<file path="src/rtl/debug_frame_rx_pkg.sv">
// Shared debug-coprocessor definitions.
// Holds the request and reply sync words, the frame geometry, the command
// opcodes, the receiver FSM state encoding and the CRC16-CCITT byte step.
// Any frame that is checked against a reply-path CRC must use crc16_byte,
// so that both directions use the same polynomial and seed.
package debug_frame_rx_pkg;

  localparam int          DBG_DATA_WIDTH   = 8;
  localparam int          DBG_FRAME_LENGTH = 12;
  localparam int          DBG_SYNC_LEN     = 2;
  localparam int          DBG_CRC_LEN      = 2;
  localparam logic [15:0] DBG_REQ_SYNC     = 16'h5AA5;
  localparam logic [15:0] DBG_RPL_SYNC     = 16'hA55A;

  localparam logic [15:0] CRC16_POLY = 16'h1021;
  localparam logic [15:0] CRC16_INIT = 16'hFFFF;

  typedef enum logic [7:0] {
    OP_NOP       = 8'h00,
    OP_READ_MEM  = 8'h01,
    OP_WRITE_MEM = 8'h02,
    OP_READ_REG  = 8'h03,
    OP_WRITE_REG = 8'h04,
    OP_HALT      = 8'h10,
    OP_RESUME    = 8'h11,
    OP_STEP      = 8'h12
  } dbg_opcode_e;

  typedef enum logic [2:0] {
    S_HUNT  = 3'd0,
    S_SEED0 = 3'd1,
    S_SEED1 = 3'd2,
    S_BODY  = 3'd3,
    S_CRC   = 3'd4,
    S_CHECK = 3'd5
  } dfr_state_e;

  // One byte of CRC16-CCITT, MSB of the data first, no reflection.
  function automatic logic [15:0] crc16_byte(input logic [15:0] crc,
                                             input logic [7:0]  data);
    logic [15:0] c;
    c = crc;
    for (int i = 7; i >= 0; i--) begin
      if (c[15] ^ data[i]) c = {c[14:0], 1'b0} ^ CRC16_POLY;
      else                 c = {c[14:0], 1'b0};
    end
    return c;
  endfunction

endpackage

</file>
<file path="src/rtl/debug_frame_rx_crc.sv">
// crc16_CCITT: byte-wide CRC16-CCITT engine shared with the reply path.
// Ports:
//   clk, rst_n   clock, asynchronous active-low reset (loads the seed)
//   sync_reset   reload the seed on the next edge (wins over crc_en)
//   crc_en       fold data_in into the running CRC on the next edge
//   data_in      byte to fold in
//   crc_out      running CRC register
module crc16_CCITT
  import debug_frame_rx_pkg::*;
(
  input  logic        clk,
  input  logic        rst_n,
  input  logic        sync_reset,
  input  logic        crc_en,
  input  logic [7:0]  data_in,
  output logic [15:0] crc_out
);

  logic [15:0] r_crc;

  always_ff @(posedge clk or negedge rst_n) begin
    if (!rst_n)          r_crc <= CRC16_INIT;
    else if (sync_reset) r_crc <= CRC16_INIT;
    else if (crc_en)     r_crc <= crc16_byte(r_crc, data_in);
  end

  assign crc_out = r_crc;

endmodule

</file>
<file path="src/rtl/debug_frame_rx.sv">
// debug_frame_rx: request-frame receiver for the on-chip-debug path.
// Hunts for the 2-byte sync in the UART byte stream, collects command +
// payload, checks the trailing CRC16-CCITT (coverage: sync + body) and
// strobes the result to the command decoder.
// Ports:
//   clk, reset_n              clock, asynchronous active-low reset
//   uart_rx_valid/_data       one-cycle byte strobe and byte from the UART
//   frame_valid               one-cycle strobe, good frame, cmd/payload updated
//   frame_cmd, frame_payload  last good frame, held until the next one
//   crc_error                 one-cycle strobe, complete frame with bad CRC
//   timeout_error             one-cycle strobe, frame dropped on idle timeout
//   busy                      frame in progress (any state but S_HUNT)
//
// state   | meaning
// S_HUNT  | searching for sync, CRC engine held at seed
// S_SEED0 | fold sync high byte into CRC
// S_SEED1 | fold sync low byte into CRC
// S_BODY  | collecting command + payload bytes
// S_CRC   | collecting the two received CRC bytes, MSB first
// S_CHECK | compare CRC, emit outcome strobe, back to hunt
module debug_frame_rx
  import debug_frame_rx_pkg::*;
#(
  parameter int          DATA_WIDTH     = DBG_DATA_WIDTH,
  parameter int          FRAME_LENGTH   = DBG_FRAME_LENGTH,
  parameter int          SYNC_LEN       = DBG_SYNC_LEN,
  parameter int          CRC_LEN        = DBG_CRC_LEN,
  parameter logic [15:0] SYNC_WORD      = DBG_REQ_SYNC,
  parameter int          TIMEOUT_CYCLES = 65535
) (
  input  logic                                                   clk,
  input  logic                                                   reset_n,
  input  logic                                                   uart_rx_valid,
  input  logic [DATA_WIDTH-1:0]                                  uart_rx_data,
  output logic                                                   frame_valid,
  output logic [DATA_WIDTH-1:0]                                  frame_cmd,
  output logic [(FRAME_LENGTH-SYNC_LEN-CRC_LEN-1)*DATA_WIDTH-1:0] frame_payload,
  output logic                                                   crc_error,
  output logic                                                   timeout_error,
  output logic                                                   busy
);

  localparam int BODY_LEN = FRAME_LENGTH - SYNC_LEN - CRC_LEN;
  localparam int BODY_W   = BODY_LEN * DATA_WIDTH;
  localparam int PAY_W    = (BODY_LEN - 1) * DATA_WIDTH;
  localparam int CNT_W    = $clog2(BODY_LEN + 1);
  localparam int IDLE_W   = $clog2(TIMEOUT_CYCLES + 1);

  dfr_state_e                r_state, w_state_next;
  // The 16-bit sync history is {r_prev, current byte}; only the older half
  // needs storage because the match is taken on the strobe cycle itself.
  logic [DATA_WIDTH-1:0]     r_prev;
  logic [BODY_W-1:0]         r_body;
  logic [15:0]               r_crc_rx;
  logic [CNT_W-1:0]          r_cnt;
  logic [IDLE_W-1:0]         r_idle;
  logic                      r_frame_valid, r_crc_error, r_timeout_error;
  logic [DATA_WIDTH-1:0]     r_frame_cmd;
  logic [PAY_W-1:0]          r_frame_payload;

  logic                      w_timeout, w_sync_hit, w_in_frame;
  logic                      w_crc_sync_rst, w_crc_en;
  logic [DATA_WIDTH-1:0]     w_crc_data;
  logic [15:0]               w_crc_out;
  logic                      w_prev_clr, w_body_shift, w_crc_rx_shift;
  logic                      w_cnt_clr, w_cnt_inc, w_load_out;
  logic                      w_fv_next, w_ce_next, w_to_next;

  crc16_CCITT u_crc (
    .clk        (clk),
    .rst_n      (reset_n),
    .sync_reset (w_crc_sync_rst),
    .crc_en     (w_crc_en),
    .data_in    (w_crc_data),
    .crc_out    (w_crc_out)
  );

  assign w_in_frame = (r_state == S_BODY) || (r_state == S_CRC);
  // Timeout has priority over a byte arriving in the same cycle.
  assign w_timeout  = w_in_frame && (r_idle == IDLE_W'(TIMEOUT_CYCLES));
  assign w_sync_hit = uart_rx_valid && ({r_prev, uart_rx_data} == SYNC_WORD);

  always_comb begin
    w_state_next   = r_state;
    w_crc_sync_rst = 1'b0;
    w_crc_en       = 1'b0;
    w_crc_data     = uart_rx_data;
    w_prev_clr     = 1'b0;
    w_body_shift   = 1'b0;
    w_crc_rx_shift = 1'b0;
    w_cnt_clr      = 1'b0;
    w_cnt_inc      = 1'b0;
    w_load_out     = 1'b0;
    w_fv_next      = 1'b0;
    w_ce_next      = 1'b0;
    w_to_next      = 1'b0;
    case (r_state)
      S_HUNT: begin
        w_crc_sync_rst = 1'b1;
        if (w_sync_hit) w_state_next = S_SEED0;
      end
      S_SEED0: begin
        w_crc_en     = 1'b1;
        w_crc_data   = SYNC_WORD[15:8];
        w_state_next = S_SEED1;
      end
      S_SEED1: begin
        w_crc_en     = 1'b1;
        w_crc_data   = SYNC_WORD[7:0];
        w_cnt_clr    = 1'b1;
        w_state_next = S_BODY;
      end
      S_BODY: begin
        if (w_timeout) begin
          w_to_next    = 1'b1;
          w_prev_clr   = 1'b1;
          w_cnt_clr    = 1'b1;
          w_state_next = S_HUNT;
        end else if (uart_rx_valid) begin
          w_body_shift = 1'b1;
          w_crc_en     = 1'b1;
          if (r_cnt == CNT_W'(BODY_LEN - 1)) begin
            w_cnt_clr    = 1'b1;
            w_state_next = S_CRC;
          end else begin
            w_cnt_inc = 1'b1;
          end
        end
      end
      S_CRC: begin
        if (w_timeout) begin
          w_to_next    = 1'b1;
          w_prev_clr   = 1'b1;
          w_cnt_clr    = 1'b1;
          w_state_next = S_HUNT;
        end else if (uart_rx_valid) begin
          w_crc_rx_shift = 1'b1;
          if (r_cnt == CNT_W'(CRC_LEN - 1)) begin
            w_cnt_clr    = 1'b1;
            w_state_next = S_CHECK;
          end else begin
            w_cnt_inc = 1'b1;
          end
        end
      end
      S_CHECK: begin
        if (w_crc_out == r_crc_rx) begin
          w_fv_next  = 1'b1;
          w_load_out = 1'b1;
        end else begin
          w_ce_next = 1'b1;
        end
        w_prev_clr     = 1'b1;
        w_crc_sync_rst = 1'b1;
        w_state_next   = S_HUNT;
      end
      default: begin
        w_crc_sync_rst = 1'b1;
        w_state_next   = S_HUNT;
      end
    endcase
  end

  always_ff @(posedge clk or negedge reset_n) begin
    if (!reset_n) begin
      r_state         <= S_HUNT;
      r_prev          <= '0;
      r_body          <= '0;
      r_crc_rx        <= '0;
      r_cnt           <= '0;
      r_idle          <= '0;
      r_frame_valid   <= 1'b0;
      r_crc_error     <= 1'b0;
      r_timeout_error <= 1'b0;
      r_frame_cmd     <= '0;
      r_frame_payload <= '0;
    end else begin
      r_state         <= w_state_next;
      r_frame_valid   <= w_fv_next;
      r_crc_error     <= w_ce_next;
      r_timeout_error <= w_to_next;

      if (w_prev_clr)                               r_prev <= '0;
      else if (r_state == S_HUNT && uart_rx_valid) r_prev <= uart_rx_data;

      if (w_body_shift)   r_body   <= {r_body[BODY_W-DATA_WIDTH-1:0], uart_rx_data};
      if (w_crc_rx_shift) r_crc_rx <= {r_crc_rx[7:0], uart_rx_data};

      if (w_cnt_clr)      r_cnt <= '0;
      else if (w_cnt_inc) r_cnt <= r_cnt + CNT_W'(1);

      if (uart_rx_valid || w_timeout || !w_in_frame) r_idle <= '0;
      else                                           r_idle <= r_idle + IDLE_W'(1);

      if (w_load_out) begin
        r_frame_cmd     <= r_body[BODY_W-1 -: DATA_WIDTH];
        r_frame_payload <= r_body[PAY_W-1:0];
      end
    end
  end

  assign frame_valid   = r_frame_valid;
  assign crc_error     = r_crc_error;
  assign timeout_error = r_timeout_error;
  assign frame_cmd     = r_frame_cmd;
  assign frame_payload = r_frame_payload;
  assign busy          = (r_state != S_HUNT);

endmodule

</file>
<file path="config.mk">
export PLATFORM = sky130hd
export DESIGN_NAME = debug_frame_rx
export DESIGN_NICKNAME = d
export VERILOG_FILES = /design/src/rtl/debug_frame_rx_pkg.sv /design/src/rtl/debug_frame_rx_crc.sv /design/src/rtl/debug_frame_rx.sv
export SDC_FILE = /design/constraint.sdc
export NUM_CORES = 1
export LEC_CHECK = 0
export BUFFER_PORTS_ARGS = -buffer_cell sky130_fd_sc_hd__buf_2
export CAP_MARGIN = 20
export CORE_ASPECT_RATIO = 1.1
export CORE_MARGIN = 2
export CORE_UTILIZATION = 50
export CTS_CLUSTER_SIZE = 24
export DETAILED_ROUTE_END_ITERATION = 12
export HOLD_SLACK_MARGIN = 0.03
export PLACE_DENSITY = 0.69
export SKIP_LAST_GASP = 1
export SLEW_MARGIN = 30
export SYNTH_ARGS = -nofsm -noshare
export SYNTH_HDL_FRONTEND = slang
export SYNTH_SLANG_ARGS = --single-unit
</file>
<file path="constraint.sdc">
create_clock -name clk -period 2.65 [get_ports clk]
set_clock_uncertainty 0.15 [all_clocks]
set_input_delay 0.3975 -clock clk [delete_from_list [all_inputs] [get_ports clk]]
set_output_delay 0.3975 -clock clk [all_outputs]
set_load 0.01 [all_outputs]
</file>
==> flow_summary.json <==
{
  "max_cap_violations": 0,
  "ios": 79,
  "cp_max_fo": 8,
  "clockBufferDepth": 2,
  "drive_above_1_share": 0.405,
  "synth_enable_flop_cells": 0,
  "synth_area_mm2": 0.00831,
  "fin_nets": 705,
  "clkPwrFrac": 0.258,
  "synth_largest_area_cell": "dfrtp_1",
  "comb_power_share": 0.297,
  "place_area_mm2": 0.00892,
  "postSynth.asyncResetShare": 1.00,
  "worst_pin_slew_ps": 669,
  "path_clk_slew_ps": 70,
  "cts_htree_levels": 4,
  "ir_drop_uv": 593,
  "ys_seq_area_frac": 0.587,
  "outcome": "complete, no violations",
  "grt_max_degree": 65,
  "crit_arrival_ps": 2560,
  "drc": 0,
  "finalWeightedCongestion": 0.815,
  "synth_cell_types": 56,
  "antenna_found_initial": 0,
  "initial_utilization": 0.510,
  "power_density_mw_per_mm2": 1070,
  "grt_pass1_vias": 5152,
  "numCtsBuffers": 17,
  "end_kind": "flop",
  "power.share.sequential": 0.445,
  "setup_viol": 0,
  "final_cells": 907,
  "cts_tree": "built",
  "ys.warnings.count": 0,
  "hold_path_class": "input pin to flop",
  "holdPathStages": 3,
  "area_growth_pct": 14.7,
  "port_buffers": 78,
  "core-area_mm2": 0.0163,
  "path_class": "flop to flop",
  "fin_total_pwr_mw": 10.2,
  "dp.cells": 875,
  "wl_per_cell_um": 17.7,
  "die_w_um": 127,
  "dr_total_vias": 4969,
  "ys.flop_type": "dfrtp_1",
  "gr-total-overflow": 0,
  "swShare": 0.317,
  "viasPerCell": 5.48,
  "ys_ff_latch": 194,
  "n_antenna_cell": 0,
  "ant_nets": 0,
  "postCtsSetupRepairBufs": 0,
  "rr_worst_depth": 6,
  "final_area_mm2": 0.00953,
  "reg2reg_slack_ps": 240,
  "post-route-util": 0.585,
  "syn-num-nets": 619,
  "clk_latency_ps": 420,
  "setup_tns_ps": 0,
  "fin_crit_ps": 2410,
  "fp.dieH_um": 139,
  "syn_avg_cell_area_um2": 13.7,
  "cp-start-kind": "flop",
  "synth_top_area_frac": 0.536,
  "rsz0062_at_grt": "no",
  "totalWireLength_um": 16100,
  "drv_slew": 0,
  "fin_crit_sh": 0.911,
  "syn_inst": 605,
  "die_area_mm2": 0.0177,
  "cts_root_buf": "clkbuf_16",
  "yosys-top-cells-area": "dfrtp_1, mux2_2, dfstp_2, xnor2_1, mux2_1",
  "grt_pass1_wl_um": 26700,
  "relSlewSlack": 0.554,
  "fp-row-count": 49,
  "intPower_mw": 6.94,
  "drt_iter0_drc": 243,
  "clock.fmax_ghz": 0.414,
  "p_leak_nw": 4.51,
  "clkSinkCount": 194,
  "required_ps": 2790,
  "grt_usage": 0.193,
  "first_pass_iters": 5,
  "p_sw_mw": 3.23,
  "dp_hpwl_um": 11200,
  "finalHoldViolations": 0
}
-- synthesized netlist by cell type, types with 2 or more instances --
library cell  instances
dfrtp_1             178
mux2_2              123
xnor2_1              43
nor2_1               42
a21oi_1              26
nand2_1              23
mux2_1               21
dfstp_2              16
xor2_1               12
buf_6                10
nor2_2               10
nand3_1               9
nand4_1               8
o21ai_0               7
buf_2                 6
and3_1                4
clkbuf_1              4
inv_1                 4
nand2b_1              4
xnor3_1               4
buf_4                 3
ha_1                  3
o22a_1                3
a2bb2oi_1             2
a31oi_1               2
and2b_1               2
nand3b_1              2
nor4_1                2
o21ai_1               2
o22ai_1               2
or2_2                 2
or3_1                 2
-- registers in the layout, summed over array words and instances (netlist names), 4 cells and up --
name           cells
r_body            64
frame_payload     56
r_idle            16
r_crc_rx          16
r_prev             8
frame_cmd          8
r_cnt              4
u_crc.crc_out     16
-- critical path: stages (launching register included) --
cell and delay, ps:
dfrtp_1 410, ha_1 270, nand2_1 100, or3_4 400, or3_1 550, o21ai_4 320, a21oi_1 90
-- logic make-up after synthesis --
family | Yosys count | share of synthesized area
AOI/OAI and AO/OA | 53 | 0.0393
xor gates and xnor gates | 59 | 0.0688
adders and majority gates | 3 | 0.00452
buffers and inverters | 29 | 0.0264
DFF | 194 | 0.587
muxes | 144 | 0.195
and+or+nand+nor | 123 | 0.0792
-- cell type report --
cell class	count	area, µm²
Fill cell	1321	6780
Sequential cell	194	4870
Multi-Input combinational cell	382	3230
Timing Repair Buffer	92	557
Clock buffer	18	429
Tap cell	204	255
Clock inverter	13	171
Inverter	4	15.0
-- what timing repair did --
action                                  in CTS  in global routing
endpoints found under the hold margin       60                  0
resized for setup                            0                  0
endpoints found under the setup margin       0                  0
hold buffers                                 1                  0
-- power by group through the flow --
stage                     clock [mW]  sequential, mW  combinational (mW)
final                           2.63            4.52                3.02
after global routing            2.81            4.63                3.34
after CTS                       2.68            4.53                3.06
after detailed placement           0            4.58                3.03
after global placement             0            4.52                2.91
after floorplan                    0            4.29                2.56
-- metal layers --
| layer | routed length, µm | track usage | share of wire | up-vias |
|---|---|---|---|---|
| li1 | - | - | - | 2280 |
| met1 | 7120 | 0.257 | 0.44 | 2566 |
| met2 | 8260 | 0.325 | 0.51 | 108 |
| met3 | 502 | 0.0386 | 0.031 | 15 |
| met4 | 190 | 0.0509 | 0.012 | 0 |
| met5 | 0 | 0 | 0 | - |
-- layout by cell type, fill, tap and decap left out, drive strengths merged, types with 2 or more instances in the layout --
master / count
xor2: 12
nand2b: 4
and2b: 2
clkinv: 3
xnor3: 4
nand3b: 2
o22a: 3
a2bb2oi: 2
a31oi: 2
inv: 10
o22ai: 2
a21oi: 26
nand2: 24
xnor2: 43
mux2: 144
nand4: 8
ha: 3
nor4: 4
or3: 3
and3: 4
nor2: 52
dfrtp: 178
clkbuf: 19
buf: 90
nand3: 10
o21ai: 11
or2: 2
dfstp: 16
bufinv: 3
-- final timing paths --
path	startpoint	to
worst max-delay path	r_idle[0]	r_prev[0]
worst min-delay path	uart_rx_data[5]	r_prev[5]
worst max register to register	r_idle[0]	r_prev[0]
worst min register to register	frame_payload[18]	frame_payload[18]
max in group asynchronous	reset_n	u_crc.crc_out[4]
min in group asynchronous	reset_n	frame_payload[25]
-- metrics by stage --
stage / worst slack [ps] / hold slack [ps]
after floorplan: 416 / -48.1
after global routing: 114 / 149
after global placement: 291 / 269
final: 237 / 156
after detailed placement: 246 / 280
after CTS: 232 / 143
Note: power is estimated with default switching activity, not from simulation.
